**src/rtl/gray_rx_decoder.sv**
```systemverilog
// Gray-coded counter receiver: decodes to binary, classifies each move and accumulates position.
// Define GRAY_RX_SYNC_EN to place a two-flop synchronizer in front of the sample register.
module gray_rx_decoder #(
   parameter int WIDTH = 4,
   parameter int POS_W = 16
) (
   input  logic             clk,
   input  logic             rst,
   input  logic [WIDTH-1:0] g_in,
   input  logic             clr_err,
   input  logic             pos_clr,
   output logic [WIDTH-1:0] b_out,
   output logic             step_up,
   output logic             step_down,
   output logic             wrap_up,
   output logic             wrap_down,
   output logic             err,
   output logic [7:0]       err_cnt,
   output logic [POS_W-1:0] pos
);

   typedef enum logic [1:0] {
      ST_INIT  = 2'd0,
      ST_TRACK = 2'd1,
      ST_ERROR = 2'd2
   } state_t;

   localparam logic [WIDTH-1:0] BIN_ONE = WIDTH'(1);
   localparam logic [WIDTH-1:0] BIN_MAX = '1;
   localparam logic [POS_W-1:0] POS_ONE = POS_W'(1);

   function automatic logic [WIDTH-1:0] gray2bin(input logic [WIDTH-1:0] g);
      logic [WIDTH-1:0] b;
      b[WIDTH-1] = g[WIDTH-1];
      for (int i = WIDTH - 2; i >= 0; i--) begin
         b[i] = b[i+1] ^ g[i];
      end
      return b;
   endfunction

   function automatic logic [3:0] popcount(input logic [WIDTH-1:0] v);
      logic [3:0] cnt;
      cnt = 4'd0;
      for (int i = 0; i < WIDTH; i++) begin
         cnt = cnt + 4'(v[i]);
      end
      return cnt;
   endfunction

   state_t           state_q;
   logic [WIDTH-1:0] g_s_q;
   logic [WIDTH-1:0] g_prev_q;
   logic [WIDTH-1:0] prev_bin_q;

   logic [WIDTH-1:0] bin_s;
   logic [WIDTH-1:0] bin_inc_s;
   logic [WIDTH-1:0] bin_dec_s;
   logic [3:0]       dist_s;
   logic             in_track_s;
   logic             move_up_s;
   logic             move_dn_s;
   logic             illegal_s;
   logic [POS_W-1:0] pos_d;
   logic [7:0]       err_cnt_d;

`ifdef GRAY_RX_SYNC_EN
   logic [WIDTH-1:0] sync1_q;
   logic [WIDTH-1:0] sync2_q;

   // Two-flop synchronizer ahead of the sample register.
   always_ff @(posedge clk) begin
      if (rst) begin
         sync1_q <= '0;
         sync2_q <= '0;
         g_s_q   <= '0;
      end else begin
         sync1_q <= g_in;
         sync2_q <= sync1_q;
         g_s_q   <= sync2_q;
      end
   end
`else
   // Sample register loads the gray input directly.
   always_ff @(posedge clk) begin
      if (rst) begin
         g_s_q <= '0;
      end else begin
         g_s_q <= g_in;
      end
   end
`endif

   // A single-bit change that is not an adjacent count (e.g. 0 -> mid-scale) is treated as illegal.
   always_comb begin
      bin_s      = gray2bin(g_s_q);
      bin_inc_s  = prev_bin_q + BIN_ONE;
      bin_dec_s  = prev_bin_q - BIN_ONE;
      dist_s     = popcount(g_s_q ^ g_prev_q);
      in_track_s = (state_q == ST_TRACK);
      move_up_s  = in_track_s && (dist_s == 4'd1) && (bin_s == bin_inc_s);
      move_dn_s  = in_track_s && (dist_s == 4'd1) && (bin_s == bin_dec_s);
      illegal_s  = in_track_s && (dist_s != 4'd0) && !move_up_s && !move_dn_s;

      if (pos_clr) begin
         pos_d = '0;
      end else if (move_up_s) begin
         pos_d = pos + POS_ONE;
      end else if (move_dn_s) begin
         pos_d = pos - POS_ONE;
      end else begin
         pos_d = pos;
      end

      if (illegal_s && (err_cnt != 8'hFF)) begin
         err_cnt_d = err_cnt + 8'd1;
      end else begin
         err_cnt_d = err_cnt;
      end
   end

   // Tracking FSM with registered decode, pulse, error and position outputs.
   always_ff @(posedge clk) begin
      if (rst) begin
         state_q    <= ST_INIT;
         g_prev_q   <= '0;
         prev_bin_q <= '0;
         b_out      <= '0;
         step_up    <= 1'b0;
         step_down  <= 1'b0;
         wrap_up    <= 1'b0;
         wrap_down  <= 1'b0;
         err        <= 1'b0;
         err_cnt    <= 8'd0;
         pos        <= '0;
      end else begin
         b_out     <= bin_s;
         step_up   <= move_up_s;
         step_down <= move_dn_s;
         wrap_up   <= move_up_s && (prev_bin_q == BIN_MAX);
         wrap_down <= move_dn_s && (prev_bin_q == '0);
         err_cnt   <= err_cnt_d;
         pos       <= pos_d;
         case (state_q)
            ST_INIT: begin
               g_prev_q   <= g_s_q;
               prev_bin_q <= bin_s;
               err        <= 1'b0;
               state_q    <= ST_TRACK;
            end
            ST_TRACK: begin
               g_prev_q   <= g_s_q;
               prev_bin_q <= bin_s;
               if (illegal_s) begin
                  err     <= 1'b1;
                  state_q <= ST_ERROR;
               end else begin
                  err     <= 1'b0;
                  state_q <= ST_TRACK;
               end
            end
            ST_ERROR: begin
               if (clr_err) begin
                  err     <= 1'b0;
                  state_q <= ST_INIT;
               end else begin
                  err     <= 1'b1;
                  state_q <= ST_ERROR;
               end
            end
            default: begin
               err     <= 1'b0;
               state_q <= ST_INIT;
            end
         endcase
      end
   end

endmodule

```
**config.mk**
```make
export PLATFORM = sky130hd
export DESIGN_NAME = gray_rx_decoder
export DESIGN_NICKNAME = d
export VERILOG_FILES = /design/src/rtl/gray_rx_decoder.sv
export SDC_FILE = /design/constraint.sdc
export NUM_CORES = 1
export LEC_CHECK = 0
export CAP_MARGIN = 5
export CORE_ASPECT_RATIO = 1.1
export CORE_MARGIN = 2
export CORE_UTILIZATION = 55
export CTS_BUF_LIST = sky130_fd_sc_hd__clkbuf_2 sky130_fd_sc_hd__clkbuf_4 sky130_fd_sc_hd__clkbuf_8
export DETAILED_ROUTE_END_ITERATION = 6
export PLACE_DENSITY = 0.87
export SYNTH_ARGS = -nofsm -noshare
export SYNTH_HDL_FRONTEND = slang
export SYNTH_SLANG_ARGS = --single-unit
export TNS_END_PERCENT = 20
```
**constraint.sdc**
```tcl
create_clock -name clk -period 11.5 [get_ports clk]
set_input_delay 3.45 -clock clk [delete_from_list [all_inputs] [get_ports clk]]
set_output_delay 3.45 -clock clk [all_outputs]
set_load 0.01 [all_outputs]
```
==> flow_summary.json <==
{
  "hp-class": "register to register",
  "path_clk_slew_ps": 80,
  "stdcell_area_um2": 3290,
  "drtAntennaViolNets": 0,
  "power.total_uw": 551,
  "yosys_warnings": 0,
  "power_density_nw_per_um2": 167,
  "seq_area_um2": 921,
  "crit_required_ps": 11720,
  "cts_sinks": 46,
  "netlist_top_cells_count": "dfxtp_1, nor2_1, a21oi_1",
  "ir_worst_vdd_mv": 0.132,
  "start_kind": "register",
  "yosysUniqueCellTypes": 52,
  "grt_pass1_vias": 2245,
  "met2_usage_pct": 38.4,
  "firstDrtPassIters": 4,
  "viasPerCell": 5.72,
  "postRouteWirelength_mm": 5.61,
  "htreeDepth": 2,
  "grtUsageMet3_pct": 4.49,
  "synthesis.nets": 344,
  "met1_usage_pct": 25.0,
  "grt_use_total_pct": 21.2,
  "synth_edf_count": 0,
  "cts_tree": "yes",
  "grt-busiest-layer": "met2",
  "synth.area.top_cells": "dfxtp_1, ha_1, xnor2_1",
  "numPortBuffers": 40,
  "die_w_um": 71.5,
  "syn_area_um2": 2760,
  "finalHoldViolCount": 0,
  "path_max_fanout": 17,
  "seq_area_frac_synth_pct": 33.4,
  "power.switching_uw": 202,
  "antenna_cells": 0,
  "worst_pin_slew_ps": 964,
  "dp_cells": 398,
  "n_fill_cell": 416,
  "critPathArrivalTime_ps": 5250,
  "clk_path_buf_depth": 2,
  "vias": 2318,
  "dpl.hpwl_mm": 4.16,
  "syn_inst": 309,
  "crit_type": "register to register",
  "die_area_um2": 5590,
  "power_frac_seq_pct": 35.2,
  "synthFlopType": "dfxtp_1",
  "grt_max_degree": 30,
  "drc": 0,
  "p_leak_uw": 0.00127,
  "io_pins": 41,
  "endpoint_kind": "register",
  "cts_made_buffers": 5,
  "wl_per_cell_um": 13.8,
  "ys_ff_latch": 46,
  "tns_ps": 0,
  "fin_crit_sh_pct": 43.7,
  "setup_viol": 0,
  "multi_input_area_um2": 1720,
  "start_util_pct": 55.9,
  "clkPwrFrac_pct": 22.1,
  "core_area_um2": 4930,
  "hold_buffers": 0,
  "die_y_um": 78.3,
  "ys_async_sr_fraction_pct": 0,
  "rsz0062_at_grt": "no",
  "root_buffer": "clkbuf_8",
  "switching_share_pct": 36.6,
  "final_cells": 405,
  "p_int_uw": 349,
  "p_comb_share_pct": 42.7,
  "cts_setup_buffers": 0,
  "fin_crit_ps": 5030,
  "utilization_pct": 66.7,
  "grt_pass1_wl_mm": 9.72,
  "slew_headroom_pct": 35.2,
  "cts-resized-gates": 0,
  "finalNetCount": 382,
  "syn_area_per_cell_um2": 8.92,
  "first_iter_violations": 156,
  "gp_congestion": 0.848,
  "slew_violations": 0,
  "fin_worst_skew_ps": 4.64,
  "yosysTopAreaCellShare_pct": 33.4,
  "maxCapViolCount": 0,
  "synth_most_common_cell": "dfxtp_1",
  "antenna_found_initial": 0,
  "status": "finished, final reports clean",
  "rows": 27,
  "placed_area_um2": 3180,
  "overflow": 0,
  "yosys.area.top_type": "dfxtp_1",
  "areaGrowthSynthToFinish_pct": 19.3,
  "clock_latency_ps": 300,
  "drive_gt1_share_pct": 6.34,
  "fmax_mhz": 199
}
## critical path, cell delays in order, from the launching register on
cell and delay [ps]:
dfxtp_1 380, xnor2_1 360, fa_1 480, inv_1 80, ha_1 150, ha_1 260, nor4_4 370, nand3_1 640
ha_1 670, o21ai_0 150, o21a_1 200, or3_1 380, a311o_1 340, and3_1 200, o21a_1 160, nor3_1 120
## metal layers
| layer | share of wire [%] | wire length, um |
|---|---|---|
| met3 | 4.4 | 247 |
| met2 | 53 | 2950 |
| met4 | 1.1 | 63 |
| met1 | 42 | 2350 |
| met5 | 0 | 0 |
## through the flow
step	hold WS, ps	setup WS (ps)
after floorplan	444	7060
after global placement	451	6680
after detailed placement	463	6510
after CTS	475	6460
after global routing	498	6050
final	473	6470
## power by group through the flow
| stage | combinational, uW | sequential (uW) | clock [uW] |
|---|---|---|---|
| after floorplan | 181 | 196 | 0 |
| after global placement | 222 | 196 | 0 |
| after detailed placement | 233 | 198 | 0 |
| after CTS | 236 | 194 | 124 |
| after global routing | 262 | 197 | 130 |
| final | 235 | 194 | 121 |
## cells by family (layout without fill, tap and decap cells)
| group | Yosys count | after routing | synth area share [%] |
|---|---|---|---|
| DFF | 46 | 46 | 33.4 |
| buffers and inverters | 24 | 62 | 4.09 |
| and+or+nand+nor | 107 | 107 | 21.0 |
| xor gates and xnor gates | 29 | 29 | 10.5 |
| muxes | 6 | 6 | 2.18 |
| AOI/OAI and AO/OA | 70 | 70 | 16.0 |
| adders and majority gates | 27 | 27 | 12.8 |
## cell type report
cell class	count	share of cell area [%]
clock buffer	6	2.51
clock inverter	1	0.913
inverter	14	1.60
multi-input combinational	239	52.4
sequential	46	28.0
tap	58	2.21
timing repair buffer	41	12.4
## final timing paths
kind | to | startpoint | cells after the start | slack, ps
worst max-delay path | pos[15] | g_s_q[3] | 15 | 6470
worst min-delay path | g_prev_q[2] | g_prev_q[2] | 2 | 470
worst max register to register | pos[15] | g_s_q[3] | 15 | 6470
worst min register to register | g_prev_q[2] | g_prev_q[2] | 2 | 470
## placed cells by master, fill, tap and decap left out, types with 4 or more instances in the layout
cell type and n:
dfxtp_1 46, clkdlybuf4s50_1 40, nor2_1 32, a21oi_1 29, nand2_1 28, ha_1 25, xnor2_1 18, inv_1 14
o21ai_0 9, xor2_1 8, and3_1 8, a211oi_1 7, nor3_1 6, mux2i_1 6, clkbuf_8 6, nand3_1 5
nor2b_1 5, or3_1 4
## registers in the layout, indices dropped and copies added (netlist names)
name,flops
g_prev_q,4
prev_bin_q,3
step_up,1
b_out,4
step_down,1
g_s_q,4
wrap_down,1
err,1
state_q,2
pos,16
err_cnt,8
wrap_up,1
Note: power is estimated with default switching activity, not from simulation.
